`src/rtl/cpu_axi_bridge_pkg.sv`:
```
// Shared types and AXI constants for the CPU-to-AXI3 bridge.
package cpu_axi_pkg;

  typedef enum logic [2:0] {
    S_IDLE,
    S_RD_ADDR,
    S_RD_DATA,
    S_WR_ADDR,
    S_WR_RESP
  } state_t;

  typedef enum logic {
    OWN_INST,
    OWN_DATA
  } owner_t;

  localparam logic [2:0] SIZE_WORD   = 3'd2;
  localparam logic [1:0] BURST_INCR  = 2'b01;
  localparam logic [3:0] LEN_SINGLE  = 4'd0;
  localparam logic [3:0] DEF_ID_INST = 4'd0;
  localparam logic [3:0] DEF_ID_DATA = 4'd1;

  function automatic logic [31:0] word_align(input logic [31:0] a);
    return {a[31:2], 2'b00};
  endfunction

endpackage

```
`src/rtl/cpu_axi_bridge_if.sv`:
```
// CPU SRAM-like port pair and AXI3 single-beat master port.
interface cpu_sram_if;
  logic        inst_req;
  logic [31:0] inst_addr;
  logic        inst_addr_ok;
  logic        inst_data_ok;
  logic [31:0] inst_rdata;
  logic        data_req;
  logic        data_wr;
  logic [3:0]  data_wen;
  logic [31:0] data_addr;
  logic [31:0] data_wdata;
  logic        data_addr_ok;
  logic        data_data_ok;
  logic [31:0] data_rdata;

  modport master (
    output inst_req, inst_addr, data_req, data_wr, data_wen, data_addr, data_wdata,
    input  inst_addr_ok, inst_data_ok, inst_rdata, data_addr_ok, data_data_ok, data_rdata
  );
  modport slave (
    input  inst_req, inst_addr, data_req, data_wr, data_wen, data_addr, data_wdata,
    output inst_addr_ok, inst_data_ok, inst_rdata, data_addr_ok, data_data_ok, data_rdata
  );
endinterface

interface cpu_axi_if;
  logic [3:0]  arid;
  logic [31:0] araddr;
  logic [3:0]  arlen;
  logic [2:0]  arsize;
  logic [1:0]  arburst;
  logic        arvalid;
  logic        arready;
  logic [3:0]  rid;
  logic [31:0] rdata;
  logic        rvalid;
  logic        rready;
  logic [3:0]  awid;
  logic [31:0] awaddr;
  logic [3:0]  awlen;
  logic [2:0]  awsize;
  logic [1:0]  awburst;
  logic        awvalid;
  logic        awready;
  logic [31:0] wdata;
  logic [3:0]  wstrb;
  logic        wlast;
  logic        wvalid;
  logic        wready;
  logic        bvalid;
  logic        bready;

  modport master (
    output arid, araddr, arlen, arsize, arburst, arvalid, rready,
           awid, awaddr, awlen, awsize, awburst, awvalid,
           wdata, wstrb, wlast, wvalid, bready,
    input  arready, rid, rdata, rvalid, awready, wready, bvalid
  );
  modport slave (
    input  arid, araddr, arlen, arsize, arburst, arvalid, rready,
           awid, awaddr, awlen, awsize, awburst, awvalid,
           wdata, wstrb, wlast, wvalid, bready,
    output arready, rid, rdata, rvalid, awready, wready, bvalid
  );
endinterface

```
`src/rtl/cpu_axi_bridge.sv`:
```
// Arbitrates CPU instruction/data SRAM-like ports onto one AXI3 master,
// data first, one transaction outstanding.
module cpu_axi_bridge
  import cpu_axi_pkg::*;
#(
  parameter logic [3:0] ID_INST = DEF_ID_INST,
  parameter logic [3:0] ID_DATA = DEF_ID_DATA
) (
  input  logic       clk,
  input  logic       rst,
  cpu_sram_if.slave  cpu,
  cpu_axi_if.master  axi
);

  state_t      r_state;
  owner_t      r_owner;
  logic [31:0] r_addr;
  logic [3:0]  r_wstrb;
  logic [31:0] r_wdata;
  logic        r_arvalid, r_rready, r_awvalid, r_wvalid, r_bready;
  logic        r_aw_done, r_w_done;
  logic        r_inst_data_ok, r_data_data_ok;
  logic [31:0] r_inst_rdata, r_data_rdata;

  logic        w_idle, w_accept_data, w_accept_inst;
  logic        w_aw_hs, w_w_hs;
  logic        w_unused_rid;

  assign w_idle        = (r_state == S_IDLE);
  assign w_accept_data = w_idle & cpu.data_req;
  assign w_accept_inst = w_idle & cpu.inst_req & ~cpu.data_req;
  assign w_aw_hs       = r_awvalid & axi.awready;
  assign w_w_hs        = r_wvalid & axi.wready;
  assign w_unused_rid  = ^axi.rid;

  assign cpu.inst_addr_ok = w_accept_inst;
  assign cpu.data_addr_ok = w_accept_data;
  assign cpu.inst_data_ok = r_inst_data_ok;
  assign cpu.data_data_ok = r_data_data_ok;
  assign cpu.inst_rdata   = r_inst_rdata;
  assign cpu.data_rdata   = r_data_rdata;

  assign axi.arid    = (r_owner == OWN_DATA) ? ID_DATA : ID_INST;
  assign axi.araddr  = r_addr;
  assign axi.arlen   = LEN_SINGLE;
  assign axi.arsize  = SIZE_WORD;
  assign axi.arburst = BURST_INCR;
  assign axi.arvalid = r_arvalid;
  assign axi.rready  = r_rready;
  assign axi.awid    = ID_DATA;
  assign axi.awaddr  = r_addr;
  assign axi.awlen   = LEN_SINGLE;
  assign axi.awsize  = SIZE_WORD;
  assign axi.awburst = BURST_INCR;
  assign axi.awvalid = r_awvalid;
  assign axi.wdata   = r_wdata;
  assign axi.wstrb   = r_wstrb;
  assign axi.wlast   = 1'b1;
  assign axi.wvalid  = r_wvalid;
  assign axi.bready  = r_bready;

  always_ff @(posedge clk or posedge rst) begin
    if (rst) begin
      r_state        <= S_IDLE;
      r_owner        <= OWN_INST;
      r_addr         <= '0;
      r_wstrb        <= '0;
      r_wdata        <= '0;
      r_arvalid      <= 1'b0;
      r_rready       <= 1'b0;
      r_awvalid      <= 1'b0;
      r_wvalid       <= 1'b0;
      r_bready       <= 1'b0;
      r_aw_done      <= 1'b0;
      r_w_done       <= 1'b0;
      r_inst_data_ok <= 1'b0;
      r_data_data_ok <= 1'b0;
      r_inst_rdata   <= '0;
      r_data_rdata   <= '0;
    end else begin
      r_inst_data_ok <= 1'b0;
      r_data_data_ok <= 1'b0;
      unique case (r_state)
        S_IDLE: begin
          if (w_accept_data) begin
            r_owner <= OWN_DATA;
            r_addr  <= word_align(cpu.data_addr);
            r_wstrb <= cpu.data_wen;
            r_wdata <= cpu.data_wdata;
            if (cpu.data_wr) begin
              r_state   <= S_WR_ADDR;
              r_awvalid <= 1'b1;
              r_wvalid  <= 1'b1;
              r_aw_done <= 1'b0;
              r_w_done  <= 1'b0;
            end else begin
              r_state   <= S_RD_ADDR;
              r_arvalid <= 1'b1;
            end
          end else if (w_accept_inst) begin
            r_owner   <= OWN_INST;
            r_addr    <= word_align(cpu.inst_addr);
            r_state   <= S_RD_ADDR;
            r_arvalid <= 1'b1;
          end
        end
        S_RD_ADDR: begin
          if (axi.arready) begin
            r_arvalid <= 1'b0;
            r_rready  <= 1'b1;
            r_state   <= S_RD_DATA;
          end
        end
        S_RD_DATA: begin
          if (axi.rvalid) begin
            r_rready <= 1'b0;
            r_state  <= S_IDLE;
            if (r_owner == OWN_DATA) begin
              r_data_rdata   <= axi.rdata;
              r_data_data_ok <= 1'b1;
            end else begin
              r_inst_rdata   <= axi.rdata;
              r_inst_data_ok <= 1'b1;
            end
          end
        end
        S_WR_ADDR: begin
          // AW and W retire independently; leave once both have, possibly in the same cycle.
          if (w_aw_hs) begin
            r_awvalid <= 1'b0;
            r_aw_done <= 1'b1;
          end
          if (w_w_hs) begin
            r_wvalid <= 1'b0;
            r_w_done <= 1'b1;
          end
          if ((r_aw_done | w_aw_hs) & (r_w_done | w_w_hs)) begin
            r_aw_done <= 1'b0;
            r_w_done  <= 1'b0;
            r_bready  <= 1'b1;
            r_state   <= S_WR_RESP;
          end
        end
        S_WR_RESP: begin
          if (axi.bvalid) begin
            r_bready       <= 1'b0;
            r_data_data_ok <= 1'b1;
            r_state        <= S_IDLE;
          end
        end
        default: r_state <= S_IDLE;
      endcase
    end
  end

endmodule
```
`src/flat_wrapper.sv`:
```
// flat-port wrapper written by rule: the top's interface ports become plain ports
module cpu_axi_bridge_flat import cpu_axi_pkg::*;
#(
  parameter logic [3:0] ID_INST = DEF_ID_INST,
  parameter logic [3:0] ID_DATA = DEF_ID_DATA
)
  (clk, rst, cpu_inst_req, cpu_inst_addr, cpu_data_req, cpu_data_wr, cpu_data_wen, cpu_data_addr, cpu_data_wdata, cpu_inst_addr_ok, cpu_inst_data_ok, cpu_inst_rdata, cpu_data_addr_ok, cpu_data_data_ok, cpu_data_rdata, axi_arid, axi_araddr, axi_arlen, axi_arsize, axi_arburst, axi_arvalid, axi_rready, axi_awid, axi_awaddr, axi_awlen, axi_awsize, axi_awburst, axi_awvalid, axi_wdata, axi_wstrb, axi_wlast, axi_wvalid, axi_bready, axi_arready, axi_rid, axi_rdata, axi_rvalid, axi_awready, axi_wready, axi_bvalid);
  cpu_sram_if cpu_i ();
  cpu_axi_if axi_i ();
  input  logic clk;
  input  logic rst;
  input wire logic [$bits(cpu_i.inst_req)-1:0] cpu_inst_req;
  input wire logic [$bits(cpu_i.inst_addr)-1:0] cpu_inst_addr;
  input wire logic [$bits(cpu_i.data_req)-1:0] cpu_data_req;
  input wire logic [$bits(cpu_i.data_wr)-1:0] cpu_data_wr;
  input wire logic [$bits(cpu_i.data_wen)-1:0] cpu_data_wen;
  input wire logic [$bits(cpu_i.data_addr)-1:0] cpu_data_addr;
  input wire logic [$bits(cpu_i.data_wdata)-1:0] cpu_data_wdata;
  output wire logic [$bits(cpu_i.inst_addr_ok)-1:0] cpu_inst_addr_ok;
  output wire logic [$bits(cpu_i.inst_data_ok)-1:0] cpu_inst_data_ok;
  output wire logic [$bits(cpu_i.inst_rdata)-1:0] cpu_inst_rdata;
  output wire logic [$bits(cpu_i.data_addr_ok)-1:0] cpu_data_addr_ok;
  output wire logic [$bits(cpu_i.data_data_ok)-1:0] cpu_data_data_ok;
  output wire logic [$bits(cpu_i.data_rdata)-1:0] cpu_data_rdata;
  output wire logic [$bits(axi_i.arid)-1:0] axi_arid;
  output wire logic [$bits(axi_i.araddr)-1:0] axi_araddr;
  output wire logic [$bits(axi_i.arlen)-1:0] axi_arlen;
  output wire logic [$bits(axi_i.arsize)-1:0] axi_arsize;
  output wire logic [$bits(axi_i.arburst)-1:0] axi_arburst;
  output wire logic [$bits(axi_i.arvalid)-1:0] axi_arvalid;
  output wire logic [$bits(axi_i.rready)-1:0] axi_rready;
  output wire logic [$bits(axi_i.awid)-1:0] axi_awid;
  output wire logic [$bits(axi_i.awaddr)-1:0] axi_awaddr;
  output wire logic [$bits(axi_i.awlen)-1:0] axi_awlen;
  output wire logic [$bits(axi_i.awsize)-1:0] axi_awsize;
  output wire logic [$bits(axi_i.awburst)-1:0] axi_awburst;
  output wire logic [$bits(axi_i.awvalid)-1:0] axi_awvalid;
  output wire logic [$bits(axi_i.wdata)-1:0] axi_wdata;
  output wire logic [$bits(axi_i.wstrb)-1:0] axi_wstrb;
  output wire logic [$bits(axi_i.wlast)-1:0] axi_wlast;
  output wire logic [$bits(axi_i.wvalid)-1:0] axi_wvalid;
  output wire logic [$bits(axi_i.bready)-1:0] axi_bready;
  input wire logic [$bits(axi_i.arready)-1:0] axi_arready;
  input wire logic [$bits(axi_i.rid)-1:0] axi_rid;
  input wire logic [$bits(axi_i.rdata)-1:0] axi_rdata;
  input wire logic [$bits(axi_i.rvalid)-1:0] axi_rvalid;
  input wire logic [$bits(axi_i.awready)-1:0] axi_awready;
  input wire logic [$bits(axi_i.wready)-1:0] axi_wready;
  input wire logic [$bits(axi_i.bvalid)-1:0] axi_bvalid;
  assign cpu_i.inst_req = cpu_inst_req;
  assign cpu_i.inst_addr = cpu_inst_addr;
  assign cpu_i.data_req = cpu_data_req;
  assign cpu_i.data_wr = cpu_data_wr;
  assign cpu_i.data_wen = cpu_data_wen;
  assign cpu_i.data_addr = cpu_data_addr;
  assign cpu_i.data_wdata = cpu_data_wdata;
  assign cpu_inst_addr_ok = cpu_i.inst_addr_ok;
  assign cpu_inst_data_ok = cpu_i.inst_data_ok;
  assign cpu_inst_rdata = cpu_i.inst_rdata;
  assign cpu_data_addr_ok = cpu_i.data_addr_ok;
  assign cpu_data_data_ok = cpu_i.data_data_ok;
  assign cpu_data_rdata = cpu_i.data_rdata;
  assign axi_arid = axi_i.arid;
  assign axi_araddr = axi_i.araddr;
  assign axi_arlen = axi_i.arlen;
  assign axi_arsize = axi_i.arsize;
  assign axi_arburst = axi_i.arburst;
  assign axi_arvalid = axi_i.arvalid;
  assign axi_rready = axi_i.rready;
  assign axi_awid = axi_i.awid;
  assign axi_awaddr = axi_i.awaddr;
  assign axi_awlen = axi_i.awlen;
  assign axi_awsize = axi_i.awsize;
  assign axi_awburst = axi_i.awburst;
  assign axi_awvalid = axi_i.awvalid;
  assign axi_wdata = axi_i.wdata;
  assign axi_wstrb = axi_i.wstrb;
  assign axi_wlast = axi_i.wlast;
  assign axi_wvalid = axi_i.wvalid;
  assign axi_bready = axi_i.bready;
  assign axi_i.arready = axi_arready;
  assign axi_i.rid = axi_rid;
  assign axi_i.rdata = axi_rdata;
  assign axi_i.rvalid = axi_rvalid;
  assign axi_i.awready = axi_awready;
  assign axi_i.wready = axi_wready;
  assign axi_i.bvalid = axi_bvalid;
  cpu_axi_bridge #(.ID_INST(ID_INST), .ID_DATA(ID_DATA)) u_core (.clk(clk), .rst(rst), .cpu(cpu_i), .axi(axi_i));
endmodule
```
`config.mk`:
```
export PLATFORM = sky130hd
export DESIGN_NAME = cpu_axi_bridge_flat
export DESIGN_NICKNAME = d
export VERILOG_FILES = /design/src/rtl/cpu_axi_bridge_pkg.sv /design/src/rtl/cpu_axi_bridge_if.sv /design/src/rtl/cpu_axi_bridge.sv /design/src/flat_wrapper.sv
export SDC_FILE = /design/constraint.sdc
export NUM_CORES = 1
export LEC_CHECK = 0
export ABC_AREA = 1
export CORE_AREA = 2 2 134 136
export DETAILED_ROUTE_END_ITERATION = 10
export DIE_AREA = 0 0 136 138
export GPL_TIMING_DRIVEN = 0
export PLACE_DENSITY = 0.77
export SLEW_MARGIN = 30
export SYNTH_ARGS = -nofsm -noshare
export SYNTH_HDL_FRONTEND = slang
export SYNTH_SLANG_ARGS = --single-unit
```
`constraint.sdc`:
```
create_clock -name clk -period 7.95 [get_ports clk]
set_input_delay 1.9875 -clock clk [delete_from_list [all_inputs] [get_ports clk]]
set_output_delay 1.9875 -clock clk [all_outputs]
set_load 0.05 [all_outputs]
```
==> impl_metrics.ini, run 1 <==
[global_route]
grt_max_degree = 80
grt.total_usage_pct = 21.55
grt_pass1_wl_mm = 31.35
grt-ovfl-total = 0
antenna_found_initial = 0
grt_pass1_vias = 5965

[worst_setup_path]
reg2reg_depth = 7
crit_required_ns = 5.96
crit_fanout = 10
r2r_slack_ns = 6.40
crit_path_cell_trace = clkdlybuf4s50_1 -> inv_1 -> nor2_4 -> buf_4 -> buf_4 -> clkdlybuf4s50_1
cpPeakStageDelay_ns = 0.83
critical_path.top_delay_family = buffers and inverters
crit_slowest_cell = clkdlybuf4s50_1
crit_type = input pin to output port
crit_end = cpu_data_addr_ok
worst-path-buf-inv = 5
crit_path_start = cpu_data_req
worstReg2RegEnd = u_core.axi.wdata[31]
end_kind = output port
worstReg2RegStart = u_core.r_state[1]
arrival_ns = 4.09
startpoint_type = input pin
cp.depth = 6

[synth]
synth-seq-area-share_pct = 54.98
synth_top_area_cell = dfrtp_1
synth.avg_cell_area_um2 = 9.103
syn_area_um2 = 6509
syn_inst = 715
ys_warn_count = 0
yosys_register_bits = 143
synth_top_area_share_pct = 54.98
ys_top_cells_by_area = dfrtp_1, nand2_1, buf_4
synth_cell_type_count = 23

[timing]
worstMarginPinSlew_ns = 0.5698
worst_hold_slack_ns = 0.4705
timing.final.crit_share_pct = 76.42
rsz0062_at_grt = false
fmax_ghz = 0.1646
setup_violations = 0
skew_ns = 0.009811
final_max_slew_viol_count = 0
hold_violations = 0
slew_headroom_pct = 61.90
finalCriticalPeriod_ns = 6.075
tns_ns = 0

[floorplan]
ios = 346
start_util_pct = 37.12
dieArea_um2 = 18770
die_h_um = 138
row_count = 49
die_x_um = 136
core_um2 = 17530

[route]
drc = 0
firstDrtPassIters = 4
drt_iter0_drc = 237
via_count = 5868
routed_wl_mm = 20.21
viasPerCell = 4.473
wl_per_cell_um = 15.40
ant_nets = 0

[finish]
antenna_cells = 0
finalCoreUtilization_pct = 60.72
fillers = 1531
final_nets = 1216
final_area_um2 = 10650
syn2layout_area_growth_pct = 63.59
final_layout_size_suffix_gt1_share_pct = 16.90

[flow_run]
drv_cap = 0

[pwr]
p_leak_uw = 0.005089
p_clk_share_pct = 15.4
power.density_nw_per_um2 = 523.4
power_frac_comb_pct = 61.0
p_total_uw = 5573
switching_share_pct = 50.45
p_seq_share_pct = 23.6
switchingPower_uw = 2812
intPower_uw = 2762
irDropWorstVdd_uv = 321.9

[clocking]
tritoncts = done
clockBufferDepth = 2
htreeDepth = 4
cts.sinks = 143
hold_buffers = 0
post-cts-setup-buffers = 0
clk-insertion-delay-late_ns = 0.41
clk_pin_slew_ns = 0.06
ctsResizeCount = 0
cts-buffers-inserted = 17
root_buffer = clkbuf_16

[worst_hold_path]
hp-class = register to register

[place]
place_congestion = 0.8346
placed_area_um2 = 10010
numPortBuffers = 307
hpwlAfterDp_mm = 15.35

[status]
status = finished clean
[routing by layer]
layer  GRT usage, %  share of wire [%]  up-vias
li1               -                  -     2860
met1          25.51                 40     2740
met2          36.95                 49      241
met3          6.161                8.3       27
met4          8.004                2.2        0
met5              0                  0        -
[state kept, by name, indices dropped and copies added (netlist names)]
signal                   cells
u_core.axi.wvalid            1
u_core.r_state               3
u_core.axi.arvalid           1
u_core.cpu.inst_data_ok      1
u_core.r_aw_done             1
u_core.cpu.data_data_ok      1
u_core.axi.bready            1
u_core.cpu.inst_rdata       32
u_core.cpu.data_rdata       32
u_core.axi.araddr           30
u_core.r_owner               1
u_core.axi.wdata            32
u_core.axi.awvalid           1
u_core.r_w_done              1
u_core.axi.rready            1
u_core.axi.wstrb             4
[final cells by class]
| class | count | area, um2 | share of cell area, % |
|---|---|---|---|
| buffer | 95 | 755.7 | 7.098 |
| clock inverter | 12 | 172.7 | 1.622 |
| tap | 229 | 286.5 | 2.691 |
| inverter | 53 | 206.4 | 1.939 |
| sequential | 143 | 3578 | 33.61 |
| multi-input combinational | 452 | 2081 | 19.54 |
| clock buffer | 20 | 466.7 | 4.383 |
| timing repair buffer | 308 | 3100 | 29.12 |
[cells in the mapped netlist]
master,count
a21oi_1,31
a31oi_1,1
buf_2,8
buf_4,65
buf_6,19
clkbuf_1,1
clkbuf_2,2
conb_1,2
dfrtp_1,143
inv_1,49
inv_2,4
nand2_1,236
nand2_2,5
nand2_4,1
nand3_1,8
nand3b_1,2
nand4_1,1
nor2_1,34
nor2_2,1
nor2_4,3
o21ai_0,36
o21ai_1,22
o21ai_2,41
[power by group through the flow]
stage	clock, uW	combinational [uW]	sequential (uW)
floorplan	0	1160	2420
global placement	0	3370	1310
detailed placement	0	3420	1320
CTS	871	3420	1320
global route	909	3590	1360
finish	857	3400	1320
[per-stage QoR]
stage / setup slack (ns) / cells
after floorplan: 2.125 / 743
after global placement: -0.01062 / 1279
after detailed placement: 1.850 / 1280
after CTS: 1.844 / 1312
after global routing: 1.798 / 1312
final: 1.875 / 1312
[worst register-to-register path: stages (launching register included)]
cell,delay [ns]
dfrtp_1,0.44
nor2_2,0.19
nand2_2,0.10
nor2_4,0.17
buf_4,0.22
buf_4,0.23
nand2_1,0.07
nand2_1,0.06
[worst min path at each step]
stage	startpoint	endpoint	slack (ns)	depth (start not counted)
final	u_core.axi.wdata[6]	u_core.axi.wdata[6]	0.47	2
after global routing	u_core.axi.wdata[31]	u_core.axi.wdata[31]	0.49	2
after CTS	u_core.axi.wdata[6]	u_core.axi.wdata[6]	0.47	2
after detailed placement	u_core.axi.wdata[13]	u_core.axi.wdata[13]	0.46	2
after global placement	u_core.axi.wstrb[2]	u_core.axi.wstrb[2]	0.45	2
after floorplan	u_core.r_aw_done	u_core.r_aw_done	0.50	4
[cell usage in the layout (no fill, tap or decap), types with 4 or more instances in the layout]
master / count
o21ai_1: 22
buf_6: 19
buf_4: 65
nand2_1: 236
dfrtp_1: 143
inv_1: 48
conb_1: 30
o21ai_2: 41
nor2_1: 34
clkbuf_16: 17
buf_2: 8
inv_2: 4
nand2_2: 5
o21ai_0: 36
a21oi_1: 31
clkdlybuf4s50_1: 307
nand3_1: 8
[kinds of logic (layout without fill, tap and decap cells)]
group	after synthesis	in the layout	synth area share [%]
AO/OA/AOI/OAI	131	131	12.46
buffers and inverters	148	488	14.67
flip-flops	143	143	54.98
other	2	30	0.1154
AND/OR/NAND/NOR	291	291	17.78
Note: power is estimated with default switching activity, not from simulation.
==> inputs of run 2 (changes only) <==
--- a/config.mk
+++ b/config.mk
@@ -6,11 +6,11 @@
 export NUM_CORES = 1
 export LEC_CHECK = 0
 export ABC_AREA = 1
-export CORE_AREA = 2 2 134 136
+export CORE_AREA = 2 2 135 137
 export DETAILED_ROUTE_END_ITERATION = 10
-export DIE_AREA = 0 0 136 138
+export DIE_AREA = 0 0 137 139
 export GPL_TIMING_DRIVEN = 0
-export PLACE_DENSITY = 0.77
+export PLACE_DENSITY = 0.76
 export SLEW_MARGIN = 30
 export SYNTH_ARGS = -nofsm -noshare
 export SYNTH_HDL_FRONTEND = slang
==> constraint.sdc (replaced) <==
create_clock -name clk -period 5.6 [get_ports clk]
set_input_delay 1.4 -clock clk [delete_from_list [all_inputs] [get_ports clk]]
set_output_delay 1.4 -clock clk [all_outputs]
set_load 0.05 [all_outputs]
==> run 2 against run 1 <==
Effect of this change: sequential power rose by 41%; count of clock-buffer cells in the layout fell by 3; non-clock buffer count did not move; critical path type unchanged; critical endpoint unchanged; largest cell class unchanged; highest routed layer unchanged.
==> impl_metrics.ini, run 2 (synthesis gave the netlist of run 1 again) <==
[global_route]
grt_max_degree = 83
grt.total_usage_pct = 21.48
grt_pass1_vias = 5958
grt-ovfl-total = 0
antenna_found_initial = 0
grt_pass1_wl_mm = 31.76

[clocking]
ctsResizeCount = 0
clk_pin_slew_ns = 0.06
clockBufferDepth = 2
clk-insertion-delay-late_ns = 0.42
root_buffer = clkbuf_16
cts.sinks = 143
cts-buffers-inserted = 17
tritoncts = done
hold_buffers = 0
htreeDepth = 4
post-cts-setup-buffers = 0

[pwr]
power.density_nw_per_um2 = 735.9
p_leak_uw = 0.005043
irDropWorstVdd_uv = 522.0

[place]
place_congestion = 0.8242
numPortBuffers = 307
hpwlAfterDp_mm = 15.46

[floorplan]
ios = 346
dieArea_um2 = 19040
start_util_pct = 36.86
row_count = 49
core_um2 = 17660
die_x_um = 137
die_h_um = 139

[route]
drc = 0
routed_wl_mm = 20.37
firstDrtPassIters = 4
wl_per_cell_um = 15.53
via_count = 5909
viasPerCell = 4.504
ant_nets = 0
drt_iter0_drc = 209

[timing]
worst_hold_slack_ns = 0.4723
final_max_slew_viol_count = 0
finalCriticalPeriod_ns = 4.900
setup_violations = 0
rsz0062_at_grt = false
skew_ns = 0.01112
slew_headroom_pct = 55.83
worstMarginPinSlew_ns = 0.6604
hold_violations = 0
timing.final.crit_share_pct = 87.50
fmax_ghz = 0.2041

[worst_setup_path]
crit_slowest_cell = clkdlybuf4s50_1
crit_path_cell_trace = clkdlybuf4s50_1 -> inv_1 -> nor2_4 -> buf_4 -> buf_4 -> clkdlybuf4s50_1
end_kind = output port
startpoint_type = input pin
arrival_ns = 3.50
crit_type = input pin to output port
crit_fanout = 10
crit_required_ns = 4.20
cpPeakStageDelay_ns = 0.84

[finish]
final_layout_size_suffix_gt1_share_pct = 16.90
fillers = 1573
finalCoreUtilization_pct = 59.80
antenna_cells = 0
layout_common_cells = clkdlybuf4s50_1, nand2_1, dfrtp_1
final_nets = 1216
syn2layout_area_growth_pct = 62.23
layout_commonest_cell = clkdlybuf4s50_1

[flow_run]
drv_cap = 0

[worst_hold_path]
hp-class = register to register

[status]
status = finished clean
-- run 2: changes by cell type in the layout (fill, tap and decap cells not counted), sizes merged --
cell	change
inv	+4
bufinv	-3
clkbuf	-3
clkinvlp	+2
-- run 2: worst max-delay path: cells and delay by family --
kind          cells  cell delay, ns
simple gates      1            0.21
buf+inv           5            1.87
-- run 2: layout make-up --
class | count | area [um2] | share of cell area [%]
Tap cell | 229 | 286.5 | 2.714
Buffer | 95 | 755.7 | 7.157
Multi-Input combinational cell | 452 | 2081 | 19.71
Timing Repair Buffer | 308 | 3100 | 29.36
Sequential cell | 143 | 3578 | 33.89
Clock inverter | 15 | 125.1 | 1.185
Inverter | 53 | 206.4 | 1.955
Clock buffer | 17 | 425.4 | 4.029
-- run 2: report_power, final --
| part | switching, uW | internal, uW |
|---|---|---|
| clock network | 485 | 581 |
| logic | 3210 | 1640 |
| registers | 328 | 1530 |
| total | 4020 | 3750 |
-- run 2: per-stage QoR --
stage | total power (uW) | instances | TNS (ns) | worst slack [ns] | cell area [um2]
after floorplan | 5089 | 743 | 0 | 0.3621 | 6614
after detailed placement | 6731 | 1280 | 0 | 0.6543 | 10010
after global placement | 6661 | 1279 | -251.01 | -1.768 | 9973
final | 7770 | 1312 | 0 | 0.7000 | 10560
after global routing | 8176 | 1312 | 0 | 0.5914 | 10560
after CTS | 7829 | 1312 | 0 | 0.6514 | 10560
-- run 2: layer usage --
| metal | wire (um) | up-vias | global-route usage, % | share of wire [%] |
|---|---|---|---|---|
| met5 | 0 | - | 0 | 0 |
| met4 | 265 | 0 | 5.263 | 1.3 |
| met3 | 1862 | 24 | 7.712 | 9.1 |
| met2 | 10400 | 242 | 37.18 | 51 |
| met1 | 7840 | 2784 | 25.16 | 38 |
| li1 | - | 2859 | - | - |
-- run 2: final timing paths --
check,slack (ns),to,start,cells after the start
min in group asynchronous,1.42,u_core.axi.rready,rst,2
hold reg to reg,0.47,u_core.axi.arvalid,u_core.axi.arvalid,2
max in group asynchronous,3.42,u_core.cpu.data_rdata[4],rst,3
setup / recovery,0.70,cpu_data_addr_ok,cpu_data_req,6
hold / removal,0.47,u_core.axi.arvalid,u_core.axi.arvalid,2
setup reg to reg,3.93,u_core.axi.araddr[19],u_core.r_state[1],7
==> inputs of run 3 (changes only) <==
--- a/config.mk
+++ b/config.mk
@@ -7,10 +7,13 @@
 export LEC_CHECK = 0
 export ABC_AREA = 1
 export CORE_AREA = 2 2 135 137
+export CTS_BUF_LIST = sky130_fd_sc_hd__clkbuf_16
+export CTS_CLUSTER_SIZE = 10
 export DETAILED_ROUTE_END_ITERATION = 10
 export DIE_AREA = 0 0 137 139
 export GPL_TIMING_DRIVEN = 0
 export PLACE_DENSITY = 0.76
+export SETUP_SLACK_MARGIN = 0.05
 export SLEW_MARGIN = 30
 export SYNTH_ARGS = -nofsm -noshare
 export SYNTH_HDL_FRONTEND = slang
==> results of run 3 <==
Final layout, timing and power as in run 2 (identical DEF).
